### src/rtl/stack_mem_arbiter_if.sv
// DMA/debug port and single-port memory bus seen by the stack/memory arbiter.
// master = arbiter side, slave = DMA agent plus memory side.
interface stack_mem_arbiter_if #(
  parameter int ADDR_W = 10,
  parameter int DATA_W = 32
);
  logic              dma_req;
  logic              dma_we;
  logic [ADDR_W-1:0] dma_addr;
  logic [DATA_W-1:0] dma_wdata;
  logic              dma_gnt;
  logic              dma_rvalid;
  logic              mem_en;
  logic              mem_we;
  logic [ADDR_W-1:0] mem_addr;
  logic [DATA_W-1:0] mem_wdata;
  logic [DATA_W-1:0] mem_rdata;

  modport master (
    input  dma_req, dma_we, dma_addr,
    input  dma_wdata, mem_rdata,
    output dma_gnt, dma_rvalid,
    output mem_en, mem_we,
    output mem_addr, mem_wdata
  );

  modport slave (
    output dma_req, dma_we, dma_addr,
    output dma_wdata, mem_rdata,
    input  dma_gnt, dma_rvalid,
    input  mem_en, mem_we,
    input  mem_addr, mem_wdata
  );
endinterface

### src/rtl/stack_mem_arbiter.sv
// Shares the single-port data memory between core load/store/push/pop and a
// DMA port; owns the downward-growing stack pointer and the core Stall.
module stack_mem_arbiter #(
  parameter int DATA_W       = 32,
  parameter int ADDR_W       = 10,
  parameter int STACK_BASE   = 1023,
  parameter int STACK_DEPTH  = 64,
  parameter int STARVE_LIMIT = 8
) (
  input  logic              clk,
  input  logic              rst,
  input  logic [1:0]        StackOp,
  input  logic [DATA_W-1:0] PushData,
  input  logic              MemRead,
  input  logic              MemWrite,
  input  logic [ADDR_W-1:0] MemAddr,
  input  logic [DATA_W-1:0] MemWData,
  output logic              Stall,
  output logic [DATA_W-1:0] RData,
  output logic              RDataValid,
  output logic [ADDR_W-1:0] Sp,
  output logic              StackFull,
  output logic              StackEmpty,
  output logic              StackErr,
  stack_mem_arbiter_if.master bus
);
  localparam int CW = $clog2(STACK_DEPTH + 1);
  localparam int SW = $clog2(STARVE_LIMIT + 1);

  typedef enum logic [1:0] {
    IDLE, CORE_RD, DMA_RD
  } state_t;

  state_t            state, nextState;
  logic [CW-1:0]     cnt, cntNext;
  logic [SW-1:0]     starve;
  logic              zeroFlag, zeroNext;
  logic              errSet;
  logic [DATA_W-1:0] rDataQ, rdSel;

  logic push, pop, coreReq, starveHit;
  logic selRd, selWr;

  assign push    = StackOp == 2'b10;
  assign pop     = StackOp == 2'b11;
  assign coreReq = push | pop | MemRead | MemWrite;
  assign selRd   = MemRead & ~push & ~pop;
  assign selWr   = MemWrite & ~push & ~pop & ~MemRead;

  assign starveHit  = starve >= SW'(STARVE_LIMIT);
  assign StackFull  = cnt == CW'(STACK_DEPTH);
  assign StackEmpty = cnt == '0;
  assign Sp = ADDR_W'(STACK_BASE) - ADDR_W'(cnt);

  // Zero flag marks a pop from an empty stack: return 0 instead of memory.
  assign rdSel = zeroFlag ? '0 : bus.mem_rdata;
  assign RData = rst ? '0 : (RDataValid ? rdSel : rDataQ);

  always_comb begin
    nextState      = state;
    cntNext        = cnt;
    zeroNext       = zeroFlag;
    errSet         = 1'b0;
    Stall          = 1'b0;
    RDataValid     = 1'b0;
    bus.dma_gnt    = 1'b0;
    bus.dma_rvalid = 1'b0;
    bus.mem_en     = 1'b0;
    bus.mem_we     = 1'b0;
    bus.mem_addr   = '0;
    bus.mem_wdata  = '0;
    if (!rst) begin
      unique case (state)
        IDLE: begin
          if (bus.dma_req && (!coreReq || starveHit)) begin
            bus.dma_gnt   = 1'b1;
            bus.mem_en    = 1'b1;
            bus.mem_we    = bus.dma_we;
            bus.mem_addr  = bus.dma_addr;
            bus.mem_wdata = bus.dma_wdata;
            Stall         = coreReq;
            if (!bus.dma_we) nextState = DMA_RD;
          end else if (coreReq) begin
            unique case (1'b1)
              push: begin
                if (!StackFull) begin
                  bus.mem_en    = 1'b1;
                  bus.mem_we    = 1'b1;
                  bus.mem_addr  = Sp;
                  bus.mem_wdata = PushData;
                  cntNext       = cnt + CW'(1);
                end else begin
                  errSet = 1'b1;
                end
              end
              pop: begin
                Stall     = 1'b1;
                nextState = CORE_RD;
                zeroNext  = StackEmpty;
                if (!StackEmpty) begin
                  bus.mem_en   = 1'b1;
                  bus.mem_addr = Sp + ADDR_W'(1);
                  cntNext      = cnt - CW'(1);
                end else begin
                  errSet = 1'b1;
                end
              end
              selRd: begin
                bus.mem_en   = 1'b1;
                bus.mem_addr = MemAddr;
                Stall        = 1'b1;
                zeroNext     = 1'b0;
                nextState    = CORE_RD;
              end
              selWr: begin
                bus.mem_en    = 1'b1;
                bus.mem_we    = 1'b1;
                bus.mem_addr  = MemAddr;
                bus.mem_wdata = MemWData;
              end
              default: ;
            endcase
          end
        end
        CORE_RD: begin
          RDataValid = 1'b1;
          nextState  = IDLE;
        end
        DMA_RD: begin
          bus.dma_rvalid = 1'b1;
          Stall          = coreReq;
          nextState      = IDLE;
        end
        default: nextState = IDLE;
      endcase
    end
  end

  always_ff @(posedge clk) begin
    if (rst) begin
      state    <= IDLE;
      cnt      <= '0;
      starve   <= '0;
      zeroFlag <= 1'b0;
      rDataQ   <= '0;
      StackErr <= 1'b0;
    end else begin
      state    <= nextState;
      cnt      <= cntNext;
      zeroFlag <= zeroNext;
      if (errSet) StackErr <= 1'b1;
      if (RDataValid) rDataQ <= rdSel;
      if (bus.dma_req && !bus.dma_gnt)
        starve <= starveHit ? starve : starve + SW'(1);
      else
        starve <= '0;
    end
  end
endmodule

### src/flat_wrapper.sv
// flat-port wrapper written by rule: the top's interface ports become plain ports
module stack_mem_arbiter_flat 
#(
  parameter int DATA_W       = 32,
  parameter int ADDR_W       = 10,
  parameter int STACK_BASE   = 1023,
  parameter int STACK_DEPTH  = 64,
  parameter int STARVE_LIMIT = 8
)
  (clk, rst, StackOp, PushData, MemRead, MemWrite, MemAddr, MemWData, Stall, RData, RDataValid, Sp, StackFull, StackEmpty, StackErr, bus_dma_req, bus_dma_we, bus_dma_addr, bus_dma_wdata, bus_mem_rdata, bus_dma_gnt, bus_dma_rvalid, bus_mem_en, bus_mem_we, bus_mem_addr, bus_mem_wdata);
  stack_mem_arbiter_if #(.ADDR_W(ADDR_W), .DATA_W(DATA_W)) bus_i ();
  input  logic clk;
  input  logic rst;
  input  logic [1:0] StackOp;
  input  logic [DATA_W-1:0] PushData;
  input  logic MemRead;
  input  logic MemWrite;
  input  logic [ADDR_W-1:0] MemAddr;
  input  logic [DATA_W-1:0] MemWData;
  output logic Stall;
  output logic [DATA_W-1:0] RData;
  output logic RDataValid;
  output logic [ADDR_W-1:0] Sp;
  output logic StackFull;
  output logic StackEmpty;
  output logic StackErr;
  input wire logic [$bits(bus_i.dma_req)-1:0] bus_dma_req;
  input wire logic [$bits(bus_i.dma_we)-1:0] bus_dma_we;
  input wire logic [$bits(bus_i.dma_addr)-1:0] bus_dma_addr;
  input wire logic [$bits(bus_i.dma_wdata)-1:0] bus_dma_wdata;
  input wire logic [$bits(bus_i.mem_rdata)-1:0] bus_mem_rdata;
  output wire logic [$bits(bus_i.dma_gnt)-1:0] bus_dma_gnt;
  output wire logic [$bits(bus_i.dma_rvalid)-1:0] bus_dma_rvalid;
  output wire logic [$bits(bus_i.mem_en)-1:0] bus_mem_en;
  output wire logic [$bits(bus_i.mem_we)-1:0] bus_mem_we;
  output wire logic [$bits(bus_i.mem_addr)-1:0] bus_mem_addr;
  output wire logic [$bits(bus_i.mem_wdata)-1:0] bus_mem_wdata;
  assign bus_i.dma_req = bus_dma_req;
  assign bus_i.dma_we = bus_dma_we;
  assign bus_i.dma_addr = bus_dma_addr;
  assign bus_i.dma_wdata = bus_dma_wdata;
  assign bus_i.mem_rdata = bus_mem_rdata;
  assign bus_dma_gnt = bus_i.dma_gnt;
  assign bus_dma_rvalid = bus_i.dma_rvalid;
  assign bus_mem_en = bus_i.mem_en;
  assign bus_mem_we = bus_i.mem_we;
  assign bus_mem_addr = bus_i.mem_addr;
  assign bus_mem_wdata = bus_i.mem_wdata;
  stack_mem_arbiter #(.DATA_W(DATA_W), .ADDR_W(ADDR_W), .STACK_BASE(STACK_BASE), .STACK_DEPTH(STACK_DEPTH), .STARVE_LIMIT(STARVE_LIMIT)) u_core (.clk(clk), .rst(rst), .StackOp(StackOp), .PushData(PushData), .MemRead(MemRead), .MemWrite(MemWrite), .MemAddr(MemAddr), .MemWData(MemWData), .Stall(Stall), .RData(RData), .RDataValid(RDataValid), .Sp(Sp), .StackFull(StackFull), .StackEmpty(StackEmpty), .StackErr(StackErr), .bus(bus_i));
endmodule
### config.mk
export PLATFORM = sky130hd
export DESIGN_NAME = stack_mem_arbiter_flat
export DESIGN_NICKNAME = d
export VERILOG_FILES = /design/src/rtl/stack_mem_arbiter_if.sv /design/src/rtl/stack_mem_arbiter.sv /design/src/flat_wrapper.sv
export SDC_FILE = /design/constraint.sdc
export NUM_CORES = 1
export LEC_CHECK = 0
export ABC_AREA = 1
export BUFFER_PORTS_ARGS = -buffer_cell sky130_fd_sc_hd__buf_2
export CAP_MARGIN = 20
export CELL_PAD_IN_SITES_DETAIL_PLACEMENT = 1
export CELL_PAD_IN_SITES_GLOBAL_PLACEMENT = 1
export CORE_ASPECT_RATIO = 1.25
export CORE_MARGIN = 8
export CORE_UTILIZATION = 23
export CTS_BUF_LIST = sky130_fd_sc_hd__clkbuf_16
export CTS_CLUSTER_DIAMETER = 40
export DETAILED_ROUTE_END_ITERATION = 8
export PLACE_DENSITY = 0.76
export SYNTH_ARGS = -nofsm -noshare
export SYNTH_HDL_FRONTEND = slang
export SYNTH_SLANG_ARGS = --single-unit
### constraint.sdc
create_clock -name clk -period 1.6 [get_ports clk]
set_input_delay 0.16 -clock clk [delete_from_list [all_inputs] [get_ports clk]]
set_output_delay 0.16 -clock clk [all_outputs]
set_load 0.02 [all_outputs]
[Yosys cells after proc, flatten, opt, wreduce, memory -nomap -nowiden]
Cells that the tools add are included.
Cells by class
  bitwise operators: 14
  $lt $le $gt $ge: 1
  equal/unequal tests: 8
  add/sub/neg operators: 5
  muxes and demuxes: 55
  reduce and logical (&&, ||, !) cells: 18
Operators by type and width (count)
  $mux 32: 8
  $pmux 32 s2: 1
  $mux 10: 6
  $pmux 10 s3: 1
  $mux 1: 27
  $mux 7: 2
  $pmux 7 s2: 1
  $add 10x1->10 const B: 1
  $sub 1x8->9 const A: 1
  $mux 2: 4
  $pmux 1 s2: 4
  $reduce_bool 2->1: 4
  $reduce_or 2->1: 4
  $add 7x1->7 const B: 1
  $eq 7x7->1 const B: 1
  $logic_not 7->1: 1
  $sub 7x1->7 const B: 1
  $eq 2x2->1 const B: 3
  $ne 2x2->1 const B: 3
  $not 1->1: 6
  $reduce_and 6->1: 1
  $and 1x1->1: 5
  $add 4x1->4 const B: 1
  $ge 4x4->1 const B: 1
  9 further kinds: 13
Word-level totals
  input port bits: 156
  word-level logic and storage cells: 107
  output and inout port bits: 93
  register bits: 47

[Longest topological paths before layout]
Gate-level depths: netlist (run 1).
  word-level depth: 14
  gate-level depth with buffers: 11
  depth with buffers taken out: 11

[Worst setup path before layout (run 1)]
Ideal clock, no wire load.
  path type: register -> output
  start: register u_core.cnt[0]
  end: output port bus_mem_en
  data required time: 1.440 ns
  arrival: 1.815 ns
  setup slack: -0.375 ns
  cell stages (with the launch flop): 10
  cell sequence: dfxtp_1 -> inv_1 -> ha_1 -> nand2_1 -> nor2_2 -> nand2_1 -> inv_1 -> nor2_1 -> nor3_1 -> a21oi_1
On the way
  longest elaborated chain between the ends: 7
Ends and longest elaborated chain
  from (decl): RTL line stack_mem_arbiter.sv:35  | logic [CW-1:0] cnt, cntNext;
  from (signal assigned): RTL line stack_mem_arbiter.sv:149  | cnt <= cntNext;
  $logic_not 7->1: RTL line stack_mem_arbiter.sv:52  | assign StackEmpty = cnt == '0;
  named net StackEmpty: RTL line flat_wrapper.sv:25  | output logic StackEmpty;
  $mux 1: RTL line stack_mem_arbiter.sv:100  | if (!StackEmpty) begin
  $pmux 1 s3: RTL line stack_mem_arbiter.sv:84  | unique case (1'b1)
  $mux 1: RTL line stack_mem_arbiter.sv:83  | end else if (coreReq) begin
  $mux 1: RTL line stack_mem_arbiter.sv:75  | if (bus.dma_req && (!coreReq || starveHit)) begin
  $mux 1: RTL line stack_mem_arbiter.sv:73  | unique case (state)
  $mux 1: RTL line stack_mem_arbiter.sv:72  | if (!rst) begin
  to (decl): RTL line flat_wrapper.sv:34  | output wire logic [$bits(bus_i.mem_en)-1:0] bus_mem_en;
The timed path passes the listed nets, and every way through them passes these cells.

[Worst setup path after layout (run 1)]
  start: register u_core.cnt[1]
  end: output port bus_mem_wdata[8]
On the way
  longest elaborated chain between the ends: 7
Ends and longest elaborated chain
  $eq 7x7->1: RTL line stack_mem_arbiter.sv:51  | assign StackFull = cnt == CW'(STACK_DEPTH);
  $mux 32: RTL line stack_mem_arbiter.sv:86  | if (!StackFull) begin
  $pmux 32 s2: RTL line stack_mem_arbiter.sv:84
  $mux 32: RTL line stack_mem_arbiter.sv:83
  $mux 32: RTL line stack_mem_arbiter.sv:75
  $mux 32: RTL line stack_mem_arbiter.sv:73
  $mux 32: RTL line stack_mem_arbiter.sv:72
  to (decl): RTL line flat_wrapper.sv:37  | output wire logic [$bits(bus_i.mem_wdata)-1:0] bus_mem_wdata;
No other way between the ends.

==> summary.txt, run 1 <==
Synth
  – Avg Cell Area, Syn: 5.75 um^2
  – Synth warn: 0
  – Register area share after synthesis: 26.5%
  – Gate Count Post-Synth: 617
  – Synth unique cells: 29
  – Mapped cell area: ~3500 um^2
  – Flops & latches, synth: 47

Layout
  – Nets: between 1k and 1.5k
  – Area added between synthesis and finish: 113%
  – Layout cells sized above 1: about three fifths
  – Util after Layout: 50.4%
  – Commonest non-fill, non-tap cells in the layout: 177 x nand2_1, 177 x buf_2, 71 x buf_4
  – Fin area: roughly 7600 um^2
  – Post-Layout Cell Count: approximately 1.1k
  – N_diodes: 0

Global route
  – Global Route Usage Sum: between 10% and 20%
  – Initial antenna violation count: 1
  – Vias in the first global route: between 5k and 6k
  – Largest net degree at the start of global routing: 33
  – Global route hottest layer: met2
  – Met3 GRT Util: around 5.2%
  – GR Util met1: between 10% and 20%
  – Grt met2 use: 36.6%
  – Global-route wire length before repair: 30.4 mm
  – Remaining global-route overflow: 0

Place
  – # placed instances: approximately 1.1k
  – I/O Buffers: 245
  – Dpl ws: -0.128 ns
  – Hpwl dp: 14.0 mm
  – Routability congestion estimate from global placement: 0.820
  – Dpl cell area: 5540 um^2

Critical path
  – Worst R2R Start: u_core.cnt[0]
  – WS Path Type: reg2out
  – CP Capture Point: bus_mem_wdata[8]
  – Worst-path maximum fanout: 7
  – CP Launch Type: register
  – CP startpoint: u_core.cnt[1]
  – CP endpoint kind: output pin
  – R2R Setup Slk: -0.11 ns
  – Required time of the worst setup path: 1.44 ns
  – Worst-case reg-to-reg path depth: 13
  – Reg-to-Reg End: u_core.cnt[4]
  – CP arrival: 1.82 ns

STA
  – Final hold violation count: 0
  – Clock period minus worst slack: 1.98 ns
  – TNS Setup: -22.36 ns
  – Clock Skews: 0.0125 ns
  – Max-slew violation count: 0
  – Hold_ws: 0.0544 ns
  – Relative max-transition margin: 40.5%
  – Worst slew pin tran: 0.892 ns
  – Highest clock rate: 0.505 GHz
  – Unrepaired setup endpoints after global routing: yes
  – PnR worst setup slack: -0.381 ns
  – Final Cycle Share: 124%
  – Setup-failing EPs final: 87

Floorplanning
  – Row Count: 50
  – I/O pins: 249
  – Die ar.: 19700 um^2
  – Core area: 15000 um^2
  – Die width: around 130 um
  – Initial core utilization: roughly a quarter
  – Die boundary height: approximately 150 um

Pwr
  – Leakage Power: 3.63 nW
  – Power Dens Cells: 619 nW/um^2
  – Pwr Total: 4.68 mW
  – Maximum VDD drop: 0.000635 V

Clock tree
  – CTS tree: done
  – CTS Sinks: 47
  – Cts hold-fix bufs: 0
  – Clk slew on worst S/H paths: around 0.07 ns
  – H-tree depth: 2
  – Num CTS Buffers: 5
  – Clock Path Buffers: 2
  – CTS root buffer: clkbuf_16
  – Clk Latency, worst-skew pair: 0.30 ns

Job
  – Number of max-cap violations: 0

Drt
  – Initial drt markers: roughly 180
  – Antenna Nets Post-Route: 0
  – Routed wire length: about 21 mm
  – WL/cell: 18.8 um
  – Vias: 5388
  – Remaining DRCs: 0
  – TritonRoute pass-1 iters: 4
  – Via-per-instance ratio: 4.86

Status
  – Outcome: complete, but fails checks
  – Failing checks: setup timing

Min path
  – Hold Path Class: in2reg
  – Hold path startpoint: bus_dma_we
-- timing repair --
item	in CTS	in global routing
gates cloned	7	1
setup buffers	20	8
gates resized for setup	226	152
endpoints found under the hold margin	0	0
setup endpoints to repair	83	89
pin swaps	39	34
-- state kept, by name, indices dropped and copies added, names as in the netlist --
register and cells:
u_core.cnt 7, u_core.state 2, u_core.starve 4, u_core.rDataQ 32, u_core.zeroFlag 1, u_core.StackErr 1
-- per-layer routing --
metal / vias up / wire (um)
met3: 24 / 1510
met4: 2 / 336
met5: - / 8
met2: 205 / 11100
met1: 2551 / 7860
li1: 2606 / -
-- synth_stat cells --
cell type,number,area share [%]
nor3_1,2,0.28
inv_1,36,3.8
buf_4,3,0.63
a21oi_2,1,0.25
ha_1,8,2.8
dfxtp_1,47,27
nand2_4,1,0.32
o21ai_0,9,1.3
buf_6,5,1.6
fa_1,1,0.56
clkinv_2,1,0.14
clkbuf_1,9,0.95
xnor2_1,2,0.49
nor2_2,3,0.53
buf_1,6,0.63
o21ai_1,4,0.56
xor2_1,1,0.25
nand3_2,1,0.28
inv_2,2,0.21
nor2_1,26,2.8
a21oi_1,44,6.2
or2_2,2,0.35
nand4_1,6,1.1
nand2_1,252,27
conb_1,1,0.11
buf_2,15,2.1
nor3_2,2,0.56
nand2_2,5,0.88
nand3_1,122,17
-- final cells by class --
| type | count | area, um^2 |
|---|---|---|
| repair buffers | 338 | 2680 |
| well taps | 182 | 228 |
| fillers | 1854 | 7450 |
| multi-input cells | 495 | 3360 |
| clock inverters | 3 | 43.8 |
| clock buffers | 5 | 125 |
| inverters | 39 | 174 |
| flip-flops and latches | 47 | 952 |
-- worst min-delay path by stage --
stage                                 end  slack, ns  cells after the start
final                     u_core.state[1]       0.05                      2
after global routing      u_core.state[1]       0.07                      2
after CTS                 u_core.state[1]       0.04                      2
after detailed placement  u_core.state[1]       0.36                      2
after global placement    u_core.state[1]       0.36                      2
after floorplan           u_core.state[1]       0.23                      1
-- power breakdown --
| group | leakage (nW) | internal (mW) | total, mW | switching, mW |
|---|---|---|---|---|
| clock network | 0.0838 | 0.738 | 1.23 | 0.492 |
| logic | 3.16 | 0.983 | 2.16 | 1.18 |
| registers | 0.385 | 1.23 | 1.29 | 0.0562 |
-- cells by family after synthesis --
family                   share of synthesized area (%)
flip-flops                                        26.5
other                                            0.106
adder cells (fa/ha/maj)                           3.39
buffers and inverters                             10.1
AO/OA/AOI/OAI                                     8.29
XOR/XNOR                                         0.741
AND/OR/NAND/NOR                                   50.9
-- critical path, stage by stage, from the launching register on --
cell,delay (ns)
dfxtp_2,0.33
inv_4,0.06
ha_4,0.14
nand2_4,0.05
nor2_4,0.15
nand2_4,0.13
buf_4,0.17
buf_6,0.10
nand3_2,0.05
nand2_1,0.06
nand3_2,0.07
nand2_2,0.05
buf_4,0.15
No activity file was read; power rests on OpenSTA's default activity.
==> run 2: changes to the inputs <==
--- a/config.mk
+++ b/config.mk
@@ -16,7 +16,7 @@
 export CTS_BUF_LIST = sky130_fd_sc_hd__clkbuf_16
 export CTS_CLUSTER_DIAMETER = 40
 export DETAILED_ROUTE_END_ITERATION = 8
-export PLACE_DENSITY = 0.76
+export PLACE_DENSITY_LB_ADDON = 0.1
 export SYNTH_ARGS = -nofsm -noshare
 export SYNTH_HDL_FRONTEND = slang
 export SYNTH_SLANG_ARGS = --single-unit
==> run 2 against run 1 <==
  * Highest routed layer unchanged
  * The flow still finishes with violations (setup timing)
  * Clock skew decreased by 0.0024 ns
  * First-iteration DRC count down 11%
  * Largest power group unchanged
  * Critical endpoint is now bus_mem_addr[2]
  * Cell count is 0.81% higher
  * Utilization up 2.3 points
  * Flip-flop and latch count unchanged
==> summary.txt, run 2 (synthesis results as in run 1) <==
Floorplanning
  – I/O pins: 249 (unchanged)
  – Core area: 15000 um^2 (unchanged)
  – Die ar.: 19700 um^2 (unchanged)
  – Die width: 127 um (unchanged)
  – Initial core utilization: 23.6% (unchanged)
  – Die boundary height: 155 um (unchanged)
  – Row Count: 50 (unchanged)

Layout
  – Fin area: 7910 um^2 (+4.6%)
  – Area added between synthesis and finish: 123%
  – Top flop regs: u_core.rDataQ: 32 flops, u_core.cnt: 7 flops, u_core.starve: 4 flops
  – Commonest non-fill, non-tap cells in the layout: 176 x buf_2, 165 x nand2_1, 74 x buf_6
  – Footprint of the multi-input gates: 3580 um^2 (+6.6%)
  – Most common library cell in the layout ignoring fill and taps: buf_2
  – Max FFs per register: 32 (unchanged)
  – # fillers: 1806 (-2.6%)
  – Nets: 1097 (+0.55%)
  – Largest Register: u_core.rDataQ
  – FF+latch area: 953 um^2 (+0.13%)
  – Layout cells sized above 1: 64.1% (+4.3 points)

Drt
  – Remaining DRCs: 0 (unchanged)
  – Antenna Nets Post-Route: 0 (unchanged)
  – Routed length on met3: 1.37 mm (-9.4%)
  – TritonRoute pass-1 iters: 4 (unchanged)
  – Top sig layer: met5
  – Routed wl met2: 11.5 mm (+3.6%)
  – Wl on met1: 8.06 mm (+2.5%)
  – WL/cell: 19.0 um (+0.88%)
  – Via-per-instance ratio: 4.85 (-0.27%)
  – Vias: 5417 (+0.54%)
  – Initial drt markers: 157 (-11%)
  – Routed wire length: 21.2 mm (+1.7%)

Global route
  – Largest net degree at the start of global routing: 35 (+6.1%)
  – Global Route Usage Sum: 19.1% (+0.17 points)
  – Global-route wire length before repair: 30.4 mm (about the same)
  – Vias in the first global route: 5829 (-0.41%)
  – Remaining global-route overflow: 0 (unchanged)
  – Initial antenna violation count: 4 (+3)

Critical path
  – WS Path Type: reg2out
  – Required time of the worst setup path: 1.44 ns (about the same)
  – R2R Setup Slk: -0.10 ns (about the same)
  – Worst R2R Start: u_core.cnt[0]
  – Worst-path maximum fanout: 8 (+1)
  – Worst-case reg-to-reg path depth: 12 (-1)
  – CP Launch Type: register
  – CP endpoint kind: output pin
  – CP arrival: 1.82 ns (about the same)
  – Reg-to-Reg End: u_core.cnt[2]

Status
  – Failing checks: setup timing
  – Outcome: complete, but fails checks

Clock tree
  – Cts hold-fix bufs: 0 (unchanged)
  – Clk Latency, worst-skew pair: 0.30 ns (about the same)
  – H-tree depth: 2 (unchanged)
  – Clk slew on worst S/H paths: 0.07 ns (about the same)
  – CTS Sinks: 47 (unchanged)
  – CTS root buffer: clkbuf_16
  – Clock Path Buffers: 2 (unchanged)
  – Num CTS Buffers: 5 (unchanged)
  – CTS tree: done

STA
  – Clock Skews: 0.0101 ns (-0.00241 ns)
  – Highest clock rate: 0.506 GHz (+0.14%)
  – Setup-failing EPs final: 86 (-1.1%)
  – Final Cycle Share: 124% (-0.17 points)
  – Max-slew violation count: 0 (unchanged)
  – Final hold violation count: 0 (unchanged)
  – Unrepaired setup endpoints after global routing: yes
  – PnR worst setup slack: -0.378 ns (+0.00278 ns)
  – Clock period minus worst slack: 1.98 ns (-0.00278 ns)

Place
  – Dpl cell area: 5490 um^2 (-1.0%)
  – Hpwl dp: 14.5 mm (+3.9%)
  – Routability congestion estimate from global placement: 0.823 (+0.33%)
  – I/O Buffers: 245 (unchanged)
  – Dpl ws: -0.0945 ns (+0.0340 ns)

Pwr
  – Maximum VDD drop: 0.000541 V (-15%)
  – NetSw: 1.73 mW (+0.20%)
  – Combinational group share of total power: 48.1% (+1.9 points)
  – Sequential share of power: 28.4% (+0.9 points)
  – Clock share of power: 23.5% (-2.8 points)
  – Leakage Power: 3.72 nW (+2.5%)
  – Internal cell power: 2.80 mW (-5.1%)
  – Switching part of the total: 38.2% (+1.3 points)
  – Power Dens Cells: 573 nW/um^2 (-7.4%)
  – Pwr Total: 4.53 mW (-3.1%)

Min path
  – Hold path startpoint: bus_dma_we
  – Hold Path Class: in2reg
  – Worst Hold End: u_core.state[1]
  – Hold path cells: 2 (unchanged)

Job
  – Number of max-cap violations: 0 (unchanged)
[run 2: worst max-delay path, stage by stage (launching register included)]
cell     delay [ns]
dfxtp_2        0.33
inv_4          0.06
ha_4           0.14
nand2_4        0.06
nor2_4         0.18
nand2_4        0.15
nand2_4        0.14
nor2_1         0.05
o21ai_0        0.18
nand2_1        0.07
buf_2          0.16
[run 2: final cells by class]
| cell class | instances | share of cell area (%) |
|---|---|---|
| antenna | 3 | 0.0949 |
| clock buffer | 5 | 1.58 |
| clock inverter | 3 | 0.253 |
| inverter | 39 | 2.36 |
| multi-input combinational | 495 | 45.3 |
| sequential | 47 | 12.0 |
| tap | 182 | 2.88 |
| timing repair buffer | 344 | 35.5 |
[run 2: worst max path at each step]
| stage | start | to | slack, ns | depth (start not counted) |
|---|---|---|---|---|
| finish | u_core.cnt[0] | bus_mem_addr[2] | -0.38 | 10 |
| global placement | StackOp[1] | u_core.cnt[6] | -0.06 | 11 |
| CTS | u_core.cnt[1] | bus_mem_wdata[13] | -0.37 | 11 |
| floorplan | u_core.state[0] | RData[22] | 0.01 | 5 |
| detailed placement | u_core.cnt[1] | bus_mem_wdata[13] | -0.09 | 11 |
| global route | u_core.cnt[0] | bus_mem_addr[6] | -0.51 | 12 |
[run 2: timing repair]
item | 4_1_cts | 5_1_grt
gates resized for setup | 210 | 231
gates cloned | 9 | 4
pin swaps | 47 | 41
buffers inserted | 19 | 13
setup endpoints to repair | 87 | 89
[run 2: layer usage]
metal,up-vias,GRT usage (%)
met5,-,0
met4,4,4.15
met3,18,5.03
met2,187,36.7
met1,2581,20.1
li1,2627,-
[run 2: power groups by stage]
stage / registers (mW) / logic [mW] / clock network, mW
finish: 1.29 / 2.18 / 1.07
global route: 1.29 / 2.35 / 1.13
CTS: 1.27 / 1.91 / 1.08
detailed placement: 1.30 / 1.56 / 0
global placement: 1.29 / 1.54 / 0
floorplan: 1.30 / 0.847 / 0
[run 2: stage by stage]
step / instances / TNS [ns] / util [%] / hold WS [ns]
floorplan: 619 / 0 / - / 0.232
global placement: 1067 / -1.03 / 36.5 / 0.372
detailed placement: 1067 / -3.02 / 36.5 / 0.370
CTS: 1103 / -21.31 / 45.1 / 0.0480
global route: 1117 / -29.75 / 52.7 / 0.0572
finish: 1118 / -22.95 / 52.7 / 0.0463
==> run 3: changes to the inputs <==
--- a/config.mk
+++ b/config.mk
@@ -16,7 +16,9 @@
 export CTS_BUF_LIST = sky130_fd_sc_hd__clkbuf_16
 export CTS_CLUSTER_DIAMETER = 40
 export DETAILED_ROUTE_END_ITERATION = 8
+export GPL_ROUTABILITY_DRIVEN = 0
 export PLACE_DENSITY_LB_ADDON = 0.1
+export SETUP_SLACK_MARGIN = 0.5
 export SYNTH_ARGS = -nofsm -noshare
 export SYNTH_HDL_FRONTEND = slang
 export SYNTH_SLANG_ARGS = --single-unit
==> run 3 against run 2 <==
  * The run still ends with setup timing left
  * Critical path depth unchanged
  * Wire length down 1.3%
  * Clock-buffer cell count unchanged
  * Die area unchanged
  * Critical path type unchanged
  * Clock skew down 0.0027 ns
  * Non-clock buffer count up 9
  * Highest routed layer unchanged
==> summary.txt, run 3 (synthesis results as in run 1) <==
Layout
  – Max FFs per register: 32 (unchanged)
  – Largest Register: u_core.rDataQ
  – Layout cells sized above 1: 69.6% (+5.5 points)
  – # fillers: 1800 (-0.33%)
  – FF+latch area: 963 um^2 (+1.0%)
  – Fin area: 8460 um^2 (+6.9%)
  – Commonest non-fill, non-tap cells in the layout: 162 x buf_2, 155 x nand2_1, 102 x buf_6
  – N_diodes: 0 (-3)
  – Footprint of the multi-input gates: 3880 um^2 (+8.2%)
  – Most common library cell in the layout ignoring fill and taps: buf_2
  – Nets: 1106 (+0.82%)
  – Top flop regs: u_core.rDataQ: 32 flops, u_core.cnt: 7 flops, u_core.starve: 4 flops
  – Area added between synthesis and finish: 138%

Clock tree
  – Cts hold-fix bufs: 0 (unchanged)
  – Num CTS Buffers: 5 (unchanged)
  – H-tree depth: 2 (unchanged)
  – CTS root buffer: clkbuf_16
  – Clk slew on worst S/H paths: 0.07 ns (about the same)
  – CTS tree: done
  – Clk Latency, worst-skew pair: 0.30 ns (about the same)
  – Clock Path Buffers: 2 (unchanged)
  – CTS Sinks: 47 (unchanged)

STA
  – Unrepaired setup endpoints after global routing: yes
  – Hold_ws: 0.0503 ns (+0.00395 ns)
  – Clock Skews: 0.00737 ns (-0.00271 ns)
  – Worst slew pin tran: 0.813 ns
  – PnR worst setup slack: -0.351 ns (+0.0265 ns)
  – Max-slew violation count: 0 (unchanged)
  – Setup-failing EPs final: 85 (-1.2%)
  – Final Cycle Share: 122% (-1.7 points)
  – Relative max-transition margin: a little under half
  – Clock period minus worst slack: 1.95 ns (-0.0265 ns)
  – Final hold violation count: 0 (unchanged)
  – Highest clock rate: 0.512 GHz (+1.4%)

Critical path
  – CP arrival: 1.79 ns (-0.03 ns)
  – Crit path cell chain: inv_8 -> ha_4 -> nand2_4 -> nor2_4 -> nand2_4 -> nand2_4 -> nor2_1 -> o21ai_1 -> nand2_2 -> buf_6
  – Worst-path maximum fanout: 8 (unchanged)
  – Slowest stage cell on the critical path: dfxtp_4
  – Worst path most repeated cell: nand2_4
  – Number of cells on the critical path: 10 (unchanged)
  – CP Launch Type: register
  – CP endpoint kind: output pin
  – WS Path Type: reg2out
  – CP peak stage delay: 0.36 ns (+0.03 ns)
  – Top Family by Delay on Critical Path: simple AND/OR/NAND/NOR gates
  – WP buf/inv: 2 (unchanged)
  – Worst-case reg-to-reg path depth: 12 (unchanged)
  – Required time of the worst setup path: 1.44 ns (about the same)

Drt
  – Vias: 5412 (-0.092%)
  – Initial drt markers: 114 (-27%)
  – Routed wire length: 20.9 mm (-1.3%)
  – Antenna Nets Post-Route: 0 (unchanged)
  – TritonRoute pass-1 iters: 4 (unchanged)
  – Via-per-instance ratio: 4.81 (-0.63%)
  – Remaining DRCs: 0 (unchanged)
  – WL/cell: 18.6 um (-1.9%)

Global route
  – Global Route Usage Sum: 20.1% (+0.99 points)
  – Remaining global-route overflow: 0 (unchanged)
  – Largest net degree at the start of global routing: 34 (-2.9%)
  – Vias in the first global route: 5967 (+2.4%)
  – Global-route wire length before repair: 32.0 mm (+5.0%)
  – Initial antenna violation count: 2 (-2)

Pwr
  – Power Dens Cells: 589 nW/um^2 (+2.9%)
  – NetSw: 1.85 mW (+7.0%)
  – Internal cell power: 3.13 mW (+12%)
  – Leakage Power: 3.81 nW (+2.6%)
  – Maximum VDD drop: 0.000376 V (-30%)
  – Pwr Total: 4.99 mW (+10%)
  – Combinational group share of total power: 49.2% (+1.1 points)
  – Sequential share of power: 25.9% (-2.5 points)
  – Clock share of power: 24.8% (+1.3 points)
  – Switching part of the total: 37.1% (-1.0 points)

Min path
  – Hold Path Class: in2reg
  – Hold path cells: 2 (unchanged)

Place
  – I/O Buffers: 245 (unchanged)
  – Hpwl dp: 14.9 mm (+2.6%)
  – Dpl cell area: 6450 um^2 (+18%)

Floorplanning
  – Row Count: 50 (unchanged)
  – Die boundary height: 155 um (unchanged)
  – I/O pins: 249 (unchanged)
  – Die ar.: 19700 um^2 (unchanged)
  – Core area: 15000 um^2 (unchanged)
  – Die width: 127 um (unchanged)
  – Initial core utilization: 23.6% (unchanged)

Status
  – Failing checks: setup timing
  – Outcome: complete, but fails checks

Job
  – Number of max-cap violations: 0 (unchanged)
run 3: cell types whose count changed in the layout (fill, tap and decap cells not counted), moves of 9 or more:
cell,change
inv_1,-11
nand2_2,+17
nand2_1,-10
buf_2,-14
nand3_4,+9
buf_6,+28
a21oi_4,+16
buf_4,-9
run 3: power by group through the flow:
stage / logic (mW) / clock network, mW / registers [mW]
6_report: 2.45 / 1.24 / 1.29
5_1_grt: 2.63 / 1.31 / 1.30
4_1_cts: 2.25 / 1.28 / 1.29
3_5_place_dp: 1.82 / 0 / 1.30
3_3_place_gp: 1.79 / 0 / 1.30
2_1_floorplan: 1.06 / 0 / 1.31
run 3: per-stage QoR:
stage	setup WS, ns	cells	utilization (%)	TNS (ns)
5_1_grt	-0.456	1124	56.3	-30.53
6_report	-0.351	1124	56.3	-23.57
2_1_floorplan	0.0627	619	-	0
4_1_cts	-0.370	1106	52.7	-24.00
3_3_place_gp	-0.0750	1066	43.0	-1.61
3_5_place_dp	-0.127	1066	43.0	-3.94
run 3: worst paths after layout:
kind / start / end / slack [ns]
max: u_core.cnt[0] / bus_mem_addr[2] / -0.35
min: bus_dma_we / u_core.state[1] / 0.05
max reg2reg: u_core.cnt[0] / u_core.cnt[0] / -0.08
min reg2reg: u_core.StackErr / u_core.StackErr / 0.47
run 3: timing repair:
| action | CTS | global route |
|---|---|---|
| cloned | 6 | 0 |
| pin swaps | 57 | 24 |
| setup endpoints to repair | 134 | 136 |
| buffers inserted | 26 | 18 |
| gates resized for setup | 261 | 114 |
run 3: layer usage:
layer / wire [um] / share of wire, % / global-route usage [%] / vias up
li1: - / - / - / 2643
met1: 7760 / 37 / 20.5 / 2558
met2: 11400 / 54 / 38.8 / 183
met3: 1440 / 6.9 / 5.95 / 24
met4: 337 / 1.6 / 5.00 / 4
met5: 18 / 0.086 / 0 / -
run 3: cell type report:
class,count,share of cell area [%]
multi-input combinational,495,45.8
timing repair buffer,353,35.8
sequential,47,11.4
tap,182,2.69
inverter,39,2.26
clock buffer,5,1.48
clock inverter,3,0.547
